[config.mk]
export PLATFORM = sky130hd
export DESIGN_NAME = exu_muldiv
export DESIGN_NICKNAME = d
export VERILOG_FILES = /design/src/rtl/exu_muldiv.sv
export SDC_FILE = /design/constraint.sdc
export NUM_CORES = 1
export LEC_CHECK = 0
export CAP_MARGIN = 25
export CORE_ASPECT_RATIO = 1.2
export CORE_MARGIN = 1
export CORE_UTILIZATION = 60
export CTS_CLUSTER_SIZE = 25
export DETAILED_ROUTE_END_ITERATION = 10
export GPL_ROUTABILITY_DRIVEN = 0
export GPL_TIMING_DRIVEN = 0
export PLACE_DENSITY = 0.81
export REMOVE_ABC_BUFFERS = 1
export SLEW_MARGIN = 5
export SYNTH_ARGS = -nofsm -noshare
export SYNTH_HDL_FRONTEND = slang
export SYNTH_SLANG_ARGS = --single-unit
[constraint.sdc]
create_clock -name clk -period 10.05 [get_ports clk]
set_clock_uncertainty 0.15 [all_clocks]
set_input_delay 2.01 -clock clk [delete_from_list [all_inputs] [get_ports clk]]
set_output_delay 2.01 -clock clk [all_outputs]
set_load 0.01 [all_outputs]
[src/rtl/exu_muldiv.sv]
// Multi-cycle RV32M execute unit: shift-add multiply and restoring divide, one bit per cycle.
// Operands are reduced to magnitudes at accept; signs are reapplied in FIX.
module exu_muldiv #(
    parameter int DATA_WIDTH = 32,
    parameter int TAG_WIDTH  = 5
) (
    input  logic                  clk,
    input  logic                  rst_n,
    input  logic                  flush,
    input  logic                  in_valid,
    output logic                  in_ready,
    input  logic [2:0]            md_op,
    input  logic [DATA_WIDTH-1:0] rs1_data,
    input  logic [DATA_WIDTH-1:0] rs2_data,
    input  logic [TAG_WIDTH-1:0]  rd_tag,
    output logic                  out_valid,
    input  logic                  out_ready,
    output logic [DATA_WIDTH-1:0] md_result,
    output logic [TAG_WIDTH-1:0]  out_tag,
    output logic                  busy
);
    localparam int W  = DATA_WIDTH;
    localparam int CW = $clog2(W);

    typedef enum logic [1:0] {S_IDLE, S_CALC, S_FIX, S_DONE} state_t;

    state_t             r_state, w_state_next;
    logic [2:0]         r_op;
    logic [TAG_WIDTH-1:0] r_tag;
    logic [W-1:0]       r_opnd;      // multiplicand (mul) or divisor (div), as magnitude
    logic [2*W-1:0]     r_acc;       // product; low half doubles as dividend/quotient
    logic [W-1:0]       r_rem;
    logic [CW-1:0]      r_cnt;
    logic               r_neg_res;
    logic               r_neg_rem;
    logic [W-1:0]       r_result;

    logic               w_accept;
    logic               w_is_div;
    logic               w_sa, w_sb;
    logic [W-1:0]       w_abs_a, w_abs_b;
    logic [W-1:0]       w_min;
    logic               w_div_zero, w_div_ovf, w_mul_zero, w_fast;
    logic [W:0]         w_mul_sum;
    logic [2*W-1:0]     w_mul_next;
    logic [W:0]         w_div_shift, w_div_diff;
    logic [2*W-1:0]     w_prod;
    logic [W-1:0]       w_quo, w_remv, w_fix_res;

    assign w_accept   = in_valid && (r_state == S_IDLE) && !flush;
    assign w_is_div   = md_op[2];
    assign w_sa       = rs1_data[W-1] && (md_op == 3'd1 || md_op == 3'd2 || md_op == 3'd4 || md_op == 3'd6);
    assign w_sb       = rs2_data[W-1] && (md_op == 3'd1 || md_op == 3'd4 || md_op == 3'd6);
    assign w_abs_a    = w_sa ? -rs1_data : rs1_data;
    assign w_abs_b    = w_sb ? -rs2_data : rs2_data;
    assign w_min      = {1'b1, {(W-1){1'b0}}};
    assign w_div_zero = w_is_div && (rs2_data == '0);
    assign w_div_ovf  = w_is_div && !md_op[0] && (rs1_data == w_min) && (rs2_data == '1);
    assign w_mul_zero = !w_is_div && ((rs1_data == '0) || (rs2_data == '0));
    assign w_fast     = w_div_zero || w_div_ovf || w_mul_zero;

    // Multiplier bits sit in the low half and shift out as the sum shifts in from the top.
    assign w_mul_sum   = {1'b0, r_acc[2*W-1:W]} + (r_acc[0] ? {1'b0, r_opnd} : {(W+1){1'b0}});
    assign w_mul_next  = {w_mul_sum, r_acc[W-1:1]};
    assign w_div_shift = {r_rem, r_acc[W-1]};
    assign w_div_diff  = w_div_shift - {1'b0, r_opnd};

    assign w_prod = r_neg_res ? -r_acc : r_acc;
    assign w_quo  = r_neg_res ? -r_acc[W-1:0] : r_acc[W-1:0];
    assign w_remv = r_neg_rem ? -r_rem : r_rem;

    always_comb begin
        w_fix_res = w_prod[W-1:0];
        case (r_op)
            3'd1, 3'd2, 3'd3: w_fix_res = w_prod[2*W-1:W];
            3'd4, 3'd5:       w_fix_res = w_quo;
            3'd6, 3'd7:       w_fix_res = w_remv;
            default:          w_fix_res = w_prod[W-1:0];
        endcase
    end

    always_comb begin
        w_state_next = r_state;
        case (r_state)
            S_IDLE: if (w_accept) w_state_next = w_fast ? S_FIX : S_CALC;
            S_CALC: if (r_cnt == CW'(W-1)) w_state_next = S_FIX;
            S_FIX:  w_state_next = S_DONE;
            S_DONE: if (out_ready) w_state_next = S_IDLE;
            default: w_state_next = S_IDLE;
        endcase
        if (flush) w_state_next = S_IDLE;
    end

    always_ff @(posedge clk or negedge rst_n) begin
        if (!rst_n) r_state <= S_IDLE;
        else        r_state <= w_state_next;
    end

    always_ff @(posedge clk or negedge rst_n) begin
        if (!rst_n) begin
            r_op      <= '0;
            r_tag     <= '0;
            r_opnd    <= '0;
            r_acc     <= '0;
            r_rem     <= '0;
            r_cnt     <= '0;
            r_neg_res <= 1'b0;
            r_neg_rem <= 1'b0;
            r_result  <= '0;
        end else if (!flush) begin
            case (r_state)
                S_IDLE: if (w_accept) begin
                    r_op      <= md_op;
                    r_tag     <= rd_tag;
                    r_cnt     <= '0;
                    r_neg_res <= w_sa ^ w_sb;
                    r_neg_rem <= w_sa;
                    r_opnd    <= w_is_div ? w_abs_b : w_abs_a;
                    r_rem     <= '0;
                    r_acc     <= {{W{1'b0}}, (w_is_div ? w_abs_a : w_abs_b)};
                    // Fast-path results are loaded pre-signed so FIX only selects them.
                    if (w_fast) begin
                        r_neg_res <= 1'b0;
                        r_neg_rem <= 1'b0;
                        if (w_mul_zero) begin
                            r_acc <= '0;
                        end else if (w_div_zero) begin
                            r_acc <= {{W{1'b0}}, {W{1'b1}}};
                            r_rem <= rs1_data;
                        end else begin
                            r_acc <= {{W{1'b0}}, w_min};
                        end
                    end
                end
                S_CALC: begin
                    r_cnt <= r_cnt + CW'(1);
                    if (r_op[2]) begin
                        r_rem        <= w_div_diff[W] ? w_div_shift[W-1:0] : w_div_diff[W-1:0];
                        r_acc[W-1:0] <= {r_acc[W-2:0], ~w_div_diff[W]};
                    end else begin
                        r_acc <= w_mul_next;
                    end
                end
                S_FIX:   r_result <= w_fix_res;
                default: ;
            endcase
        end
    end

    assign in_ready  = (r_state == S_IDLE);
    assign out_valid = (r_state == S_DONE);
    assign busy      = (r_state != S_IDLE);
    assign md_result = r_result;
    assign out_tag   = r_tag;
endmodule

Word-level counts from Yosys, hierarchy flattened
Index checks and enable logic that the tools add are counted.
- logic and storage cells: 112
- input port bits: 77
- output and inout port bits: 40
- register bits: 177
- bitwise operators: 3
- equality and inequality tests: 23
- add/subtract/negate cells: 8
- reduce and logical (&&, ||, !) cells: 34
- multiplexer cells: 33
- operators with widths (cell ; count):
    2-to-1 mux 32 bit ; 17
    2-to-1 mux 64 bit ; 2
    negator 32 bit ; 4
    one-hot mux 64 bit (2 select lines) ; 1
    one-hot mux 32 bit (3 select lines) ; 1
    == test 32 bit (second input constant) ; 2
    logical NOT 32 bit ; 2
    negator 64 bit ; 1
    one-hot mux 32 bit (2 select lines) ; 1
    adder 32 x 32 -> 33 bit ; 1
    subtractor 33 x 32 -> 33 bit ; 1
    2-to-1 mux 31 bit ; 1
    == test 3 bit (second input constant) ; 6
    2-to-1 mux 2 bit ; 5
    one-hot mux 5 bit (2 select lines) ; 1
    == test 3 x 2 -> 1 bit (second input constant) ; 3
    logical AND 1 bit ; 9
    AND reduction 3 bit ; 3
    logical OR 1 bit ; 8
    one-hot mux 2 bit (4 select lines) ; 1
    AND reduction 4 bit ; 2
    == test 3 x 1 -> 1 bit (second input constant) ; 2
    != test 3 x 2 -> 1 bit (second input constant) ; 2
    adder 5 x 1 -> 5 bit (second input constant) ; 1
    16 further kinds ; 24

Longest topological paths before layout
Gate-level depths: netlist of the first run.
- word-level depth: 10
- depth in mapped cells: 14
- mapped depth without buffers: 12

Worst setup path after synthesis of the first run
Ideal clock, no wire load.
- kind: input port to flip-flop
- start point: input port rs2_data[8]
- end point: register r_rem[31]
- stages on the path: 10
- data required time: 9.804 ns
- buffers on the path: 2
- arrival time: 4.436 ns
- slack: 5.368 ns
- path through: or4_1 > nor4_1 > and3_1 > and3_1 > clkbuf_1 > and3_1 > clkbuf_1 > a22o_1 > a31oi_1 > o31ai_1
- word-level cells in the longest chain between the ends: 7
- RTL lines (item ; line ; RTL):
    from (decl) ; 14 ; input logic [DATA_WIDTH-1:0] rs2_data,
    logical NOT 32 bit / == test 32 bit (equally long branches) ; 57, 59, 58 ;
    logical AND 1 bit (tied with other cells) ; 57 ; assign w_div_zero = w_is_div && (rs2_data == '0);
    2-to-1 mux 32 bit (tied with other cells) ; 127 ; end else if (w_div_zero) begin
    2-to-1 mux 32 bit / logical OR 1 bit (equally long branches) ; 125, 60 ;
    2-to-1 mux 32 bit (*) ; 122 ; if (w_fast) begin
    2-to-1 mux 32 bit (*) ; 112 ; S_IDLE: if (w_accept) begin
    one-hot mux 32 bit (2 select lines) (*) ; 111 ; case (r_state)
    to (signal assigned) ; 129 ; r_rem <= rs1_data;
    to (signal assigned) ; 138 ; r_rem <= w_div_diff[W] ? w_div_shift[W-1:0] : w_div_diff[W-1:0];
    to (decl) ; 32 ; logic [W-1:0] r_rem;
Mark *: on every way between the ends. The rest lies on a longest branch, timed or not. The select of a mux whose other input is x is not followed.
A chain may end at the register's enable or synchronous reset.

Final worst setup path of the first run
- start point: input port rs1_data[1]
- end point: register r_acc[25]
- word-level cells in the longest chain between the ends: 8
- RTL lines (item ; line ; RTL):
    from (decl) ; 13 ; input logic [DATA_WIDTH-1:0] rs1_data,
    parallel branches: the longest is 5 deep, another holds negator 32 bit ; - ;
    2-to-1 mux 32 bit (*) ; 122 ;
    2-to-1 mux 64 bit (*) ; 112 ;
    one-hot mux 64 bit (2 select lines) (*) ; 111 ;
    to (signal assigned) ; 120 ; r_acc <= {{W{1'b0}}, (w_is_div ? w_abs_a : w_abs_b)};
    to (signal assigned) ; 128 ; r_acc <= {{W{1'b0}}, {W{1'b1}}};
    to (signal assigned) ; 131 ; r_acc <= {{W{1'b0}}, w_min};
    to (decl) ; 31 ; logic [2*W-1:0] r_acc;
Mark *: on every way between the ends. The select of a mux whose other input is x is not followed.

==> metrics.md, run 1 <==
| Metric | Value |
|---|---|
| Number of diodes | 0 |
| Max Slew Vio Count | 0 |
| Setup violators final | 0 |
| Status | finished, violations left |
| Comb power frac | 0.646 |
| CTS tree | done |
| Fin crit period | 5.901 ns |
| Pin count of the biggest net entering global routing | 97 |
| Hold Fails Final Rpt | 0 |
| Post-Syn Area | 16200 um2 |
| Root buffer cell | clkbuf_16 |
| # fillers | 2213 |
| Register share of total power | 0.246 |
| TNS Setup | 0 ns |
| Failing checks | DRC |
| Nets | 2281 |
| Warnings from Yosys | 0 |
| GR Util All Layers | 0.3687 |
| Core area | 26430 um2 |
| Fmax | 169.5 MHz |
| Tcrit/Tclk final | 0.5871 |
| Finished Cell Area | 18210 um2 |
| H-Tree Depth | 4 |
| Hold Buf Count CTS | 0 |
| Ports | 117 |
| Wire length of the first global-routing pass | 81120 um |
| Syn Area/Cell | 7.705 um2 |
| Switching fraction of total power | 0.5082 |
| Antenna-violating nets left | 0 |
| Leak pwr | 7.536 nW |
| Most used DFF post-synth | dfrtp_1 |
| Placed cell areas | 17630 um2 |
| HPWL after DPL | 38250 um |
| Multi-input combinational cell area | 11030 um2 |
| Yosys cell types | 76 |
| CTS sink cnt | 177 |
| Max clock buf depth | 2 |
| Worst setup SP type | input port |
| Worst slack, placed | 3.782 ns |
| Pre-Repair DR Iteration Count | 11 |
| Core Util, Final | 0.6889 |
| RSZ-0062 raised after global routing | false |
| Die Height | 182.0 um |
| DRC | 6 |
| # rows | 65 |
| Fin worst setup slack | 4.149 ns |
| Setup repair bufs after CTS | 0 |
| Min Hold Slack | 0.3273 ns |
| Power Dens Cells | 324.1 nW/um2 |
| Share of layout cells above drive strength 1 | 0.04486 |
| Hold Crit Class | register to register |
| Die area | 27660 um2 |
| Int Power | 2.903 mW |
| Clock latency on the worst-skew pair | 0.45 ns |
| NetSw | 2.999 mW |
| Vias in the first global route | 15660 |
| Area grow syn2layout | 12.44% |
| PortBufs | 116 |
| PostCTS Resize Cnt | 0 |
| Post-Synthesis Cells | 2102 |
| Clock network fraction of total power | 0.108 |
| Number of flops mapped to enable cells by yosys | 0 |
| Via Count | 16640 |
| First-iteration detailed-routing DRC count | 1632 |
| Worst EP required | 10.24 ns |
| Critical path class | input port to register |
| Worst-path maximum fanout | 11 |
| Crit path DAT | 6.09 ns |
| Initial core utilization | 0.6127 |
| Max IR drop VDD | 0.1762 mV |
| Slew headroom | 0.2609 |
| Clk pin slew, worst setup/hold paths | 0.07 ns |
| Seq/Total Area, Yosys | 0.2735 |
| Post-synth ARST share | 1.000 |
| Grt ovf | 0 |
| DR vias/cell | 6.724 |
| Register area | 4432 um2 |
| DRT Wirelength | 50430 um |
| Max-capacitance violation count | 0 |
| Critical path endpoint category | register |
| Cts bufs inserted | 17 |
| Die W | 152.0 um |
| Initial antenna violation count | 0 |
| Yosys reg bits | 177 |
| Avg WL per Cell | 20.38 um |
| Measured slew at the worst slew-check pin | 1.107 ns |
[path summary, 6_finish.rpt]
| path | startpoint | end | slack [ns] | cells after the start |
|---|---|---|---|---|
| worst max-delay path | rs1_data[1] | r_acc[25]$_DFFE_PN0P_ | 4.15 | 11 |
| worst min-delay path | md_result[14]$_DFFE_PN0P_ | md_result[14]$_DFFE_PN0P_ | 0.33 | 2 |
| worst max register to register | r_acc[0]$_DFFE_PN0P_ | md_result[28]$_DFFE_PN0P_ | 5.56 | 10 |
| worst min register to register | md_result[14]$_DFFE_PN0P_ | md_result[14]$_DFFE_PN0P_ | 0.33 | 2 |
| max in group asynchronous | rst_n | r_acc[60]$_DFFE_PN0P_ | 7.43 | 3 |
| min in group asynchronous | rst_n | r_state[1]$_DFFE_PN0P_ | 1.31 | 1 |
[registers in the layout, summed over array words and instances (netlist names), 2 cells and up]
signal	cells
r_acc	64
md_result	32
r_opnd	32
r_rem	32
out_tag	5
r_cnt	5
r_op	3
r_state	2
[per-stage QoR]
stage,power [mW],std cells
detailed placement,5.104,2441
floorplan,3.935,1973
global route,6.313,2475
global placement,4.912,2424
CTS,5.770,2473
finish,5.902,2475
[cell families after synthesis]
kind of cell,count (synthesis),synth area share
compound gates,720,0.2770
xor+xnor,193,0.1044
fa+ha+maj,77,0.06041
buf+inv,203,0.04736
flops,177,0.2735
mux,64,0.04056
simple gates,668,0.1968
[power groups by stage]
stage	registers (mW)	clock network, mW	logic [mW]
floorplan	1.35	0	2.59
global placement	1.45	0	3.46
detailed placement	1.43	0	3.67
CTS	1.42	0.639	3.71
finish	1.45	0.638	3.81
global route	1.48	0.666	4.17
[cell usage in the layout (no fill, tap or decap), types with 12 or more instances in the layout]
cell             instances
o211ai_1                27
a21oi_1                211
nor3_1                  34
nand2_1                226
nor2b_1                 13
nor2_1                 169
clkdlybuf4s50_1        114
xor2_1                  72
or3_1                   34
o41ai_1                 22
a21o_1                  32
inv_1                   74
and3_1                  15
a22oi_1                 12
mux2_2                  13
a31oi_1                 25
clkbuf_16               17
a211oi_1                12
o21ai_0                206
or4_1                   26
xnor2_1                121
a222oi_1                15
mux2i_1                 51
dfrtp_1                175
nor4_1                  13
ha_1                    74
nand2b_1                16
nand3_1                 44
o21a_1                  13
nand4_1                 21
o31ai_1                 47
[critical path: stages]
cell             delay, ns
clkdlybuf4s50_1       0.52
inv_1                 0.12
ha_1                  0.16
or3b_2                0.52
nor3_1                0.67
nand4_1               0.27
a21oi_1               0.77
nor2_1                0.33
o21ai_1               0.30
a21oi_1               0.07
a221o_1               0.36
[layout make-up]
| class | count | share of cell area |
|---|---|---|
| Clock buffer | 22 | 0.02494 |
| Clock inverter | 10 | 0.004260 |
| Inverter | 74 | 0.01525 |
| Multi-Input combinational cell | 1722 | 0.6058 |
| Sequential cell | 177 | 0.2434 |
| Tap cell | 335 | 0.02302 |
| Timing Repair Buffer | 135 | 0.08334 |
[metal layers]
metal,up-vias,global-route usage,wire [um]
met5,-,0,0
met1,7865,0.4685,19990
li1,7755,-,-
met3,139,0.05847,4628
met4,0,0.1898,2145
met2,882,0.6081,23670
[cell usage after synthesis (4+ instances only)]
cell      count  share of area
nor3_1       35          0.011
a222oi_1     15         0.0093
a22oi_1      12         0.0056
o31ai_1      47          0.022
nor4_1       13         0.0050
nor2b_1      13         0.0050
a211oi_1     12         0.0056
xor2_1       72          0.039
o21bai_1      8         0.0037
and2_1       11         0.0042
nand2_1     227          0.053
nand3b_1      9         0.0042
clkbuf_1    114          0.026
mux2_2       13         0.0090
a22o_1        8         0.0043
or4_1        26          0.012
nor4b_1       4         0.0022
dfrtp_1     177           0.27
and3_1       15         0.0058
mux2i_1      51          0.032
buf_1        11         0.0025
o21a_1       13         0.0060
nand2b_1     17         0.0066
buf_2         4         0.0012
a31oi_1      25         0.0097
o41ai_1      22          0.012
xnor2_1     121          0.065
nor2_1      171          0.040
a21oi_1     212          0.066
o311ai_0      4         0.0022
o21ai_1       7         0.0022
or2_2        10         0.0039
o22ai_1      11         0.0042
ha_1         75          0.058
nand4_1      21         0.0081
inv_1        74          0.017
nor3b_1       4         0.0019
o21ai_0     207          0.064
or3_1        34          0.013
a21o_1       32          0.015
a41oi_1       4         0.0022
nand3_1      44          0.014
o211ai_1     27          0.013
a221oi_1     10         0.0054
o221ai_1      4         0.0022
Power figures use the tool's default switching activity.
==> run 2, diff against run 1 <==
==> constraint.sdc (replaced) <==
create_clock -name clk -period 6 [get_ports clk]
set_clock_uncertainty 0.15 [all_clocks]
set_input_delay 1.2 -clock clk [delete_from_list [all_inputs] [get_ports clk]]
set_output_delay 1.2 -clock clk [all_outputs]
set_load 0.01 [all_outputs]
==> run 2 against run 1 <==
  * Largest cell class unchanged
  * Die area unchanged
  * Combinational power increased by 68%
  * First-iteration DRC count increased by 1.8%
  * Via count decreased by 0.35%
  * Register-to-register slack got worse by 4.1 ns
  * Power increased by 68%
  * Critical path depth unchanged
  * Wire length about the same
  * Clock power increased by 68%
  * Sequential power increased by 68%
  * Flip-flop and latch count unchanged
  * The flow still finishes with violations (DRC)
  * Global-route usage about the same
==> metrics.md, run 2 (synthesis gave the netlist of run 1 again) <==
| Metric | Value |
|---|---|
| Status | finished, violations left |
| Failing checks | DRC |
| Setup violators final | 0 |
| Area grow syn2layout | 12.44% |
| Wire length of the first global-routing pass | 81100 um |
| Root buffer cell | clkbuf_16 |
| Placed cell areas | 17630 um2 |
| PortBufs | 116 |
| Via Count | 16580 |
| Crit path DAT | 5.29 ns |
| Nets | 2281 |
| Die area | 27660 um2 |
| DR vias/cell | 6.700 |
| Critical path class | input port to register |
| Max clock buf depth | 2 |
| Antenna-violating nets left | 0 |
| Biggest register | r_acc |
| Top Usage Layer GRT | met2 |
| DRC | 6 |
| CTS tree | done |
| Avg WL per Cell | 20.38 um |
| Clk pin slew, worst setup/hold paths | 0.07 ns |
| Hold Fails Final Rpt | 0 |
| Worst-path maximum fanout | 11 |
| Max Slew Vio Count | 0 |
| # fillers | 2213 |
| Finished Cell Area | 18210 um2 |
| Max IR drop VDD | 0.2935 mV |
| Leak pwr | 7.536 nW |
| Met3 usage | 0.05847 |
| Max reg flops | 64 |
| Global routing usage on met1 | 0.4675 |
| Most common cell after layout, fill and taps aside | nand2_1 |
| Most frequent cells in the layout | nand2_1, a21oi_1, o21ai_0 |
| Number of diodes | 0 |
| Ports | 117 |
| Die W | 152.0 um |
| TNS Setup | 0 ns |
| Pre-Repair DR Iteration Count | 10 |
| Fmax | 196.2 MHz |
| Met2 usage | 0.6091 |
| Core area | 26430 um2 |
| H-Tree Depth | 4 |
| CTS sink cnt | 177 |
| Hold Buf Count CTS | 0 |
| Max-capacitance violation count | 0 |
| # rows | 65 |
| Grt ovf | 0 |
| Worst setup SP type | input port |
| First-iteration detailed-routing DRC count | 1662 |
| Pin count of the biggest net entering global routing | 97 |
| RSZ-0062 raised after global routing | false |
| Clock latency on the worst-skew pair | 0.46 ns |
| Vias in the first global route | 15650 |
| GR Util All Layers | 0.3685 |
| Initial core utilization | 0.6127 |
| Measured slew at the worst slew-check pin | 1.104 ns |
| HPWL after DPL | 38250 um |
| Setup repair bufs after CTS | 0 |
| Initial antenna violation count | 0 |
| Critical path endpoint category | register |
| Cts bufs inserted | 17 |
| Hold Crit Class | register to register |
| Multi-input combinational cell area | 11030 um2 |
| Core Util, Final | 0.6889 |
| Design Power | 9.894 mW |
| PostCTS Resize Cnt | 0 |
| Share of layout cells above drive strength 1 | 0.04486 |
| Tcrit/Tclk final | 0.8495 |
| Power Dens Cells | 543.3 nW/um2 |
| Slew headroom | 0.2635 |
| DRT Wirelength | 50440 um |
| Register area | 4432 um2 |
| Die Height | 182.0 um |
| Worst EP required | 6.19 ns |
| Fin crit period | 5.097 ns |
run 2: cell counts in the layout (fill, tap and decap cells not counted):
Identical to the previous run, type by type.
run 2: metal layers:
| layer | up-vias | routed length, um |
|---|---|---|
| met4 | 0 | 2098 |
| met2 | 877 | 23640 |
| met3 | 142 | 4530 |
| met5 | - | 0 |
| li1 | 7740 | - |
| met1 | 7823 | 20170 |
run 2: critical path, stage by stage:
cell and delay (ns):
clkdlybuf4s50_1 0.52, inv_1 0.12, ha_1 0.16, or3b_2 0.52, nor3_1 0.66, nand4_1 0.27, a21oi_1 0.78, nor2_1 0.33
o21ai_1 0.30, a21oi_1 0.07, a221o_1 0.35
run 2: area by class of cell:
class,instances,area share
Multi-Input combinational cell,1722,0.6058
Clock inverter,10,0.004260
Inverter,74,0.01525
Sequential cell,177,0.2434
Clock buffer,22,0.02494
Timing Repair Buffer,135,0.08334
Tap cell,335,0.02302
run 2: report_power, final:
part           switching (mW)  internal [mW]
clock network           0.521          0.548
logic                    3.75           2.64
registers               0.759           1.67
total                    5.03           4.86
run 2: final timing paths:
path                                                 from                        end  slack (ns)  cells after the start
min in group asynchronous                           rst_n     r_state[1]$_DFFE_PN0P_        0.49                      1
max in group asynchronous                           rst_n      r_acc[60]$_DFFE_PN0P_        4.19                      3
worst max-delay path                          rs1_data[1]      r_acc[25]$_DFFE_PN0P_        0.90                     11
worst max register to register       r_acc[0]$_DFFE_PN0P_  md_result[28]$_DFFE_PN0P_        1.47                     10
worst min register to register  md_result[14]$_DFFE_PN0P_  md_result[14]$_DFFE_PN0P_        0.33                      2
worst min-delay path            md_result[14]$_DFFE_PN0P_  md_result[14]$_DFFE_PN0P_        0.33                      2
run 2: metrics by stage:
step                      worst slack (ns)  cells  hold WS [ns]
after global routing                0.6846   2475        0.3519
final                               0.9029   2475        0.3273
after global placement              -3.998   2424        0.3091
after detailed placement            0.5415   2441        0.3188
after CTS                            1.013   2473        0.3335
after floorplan                      1.997   1973        0.2998
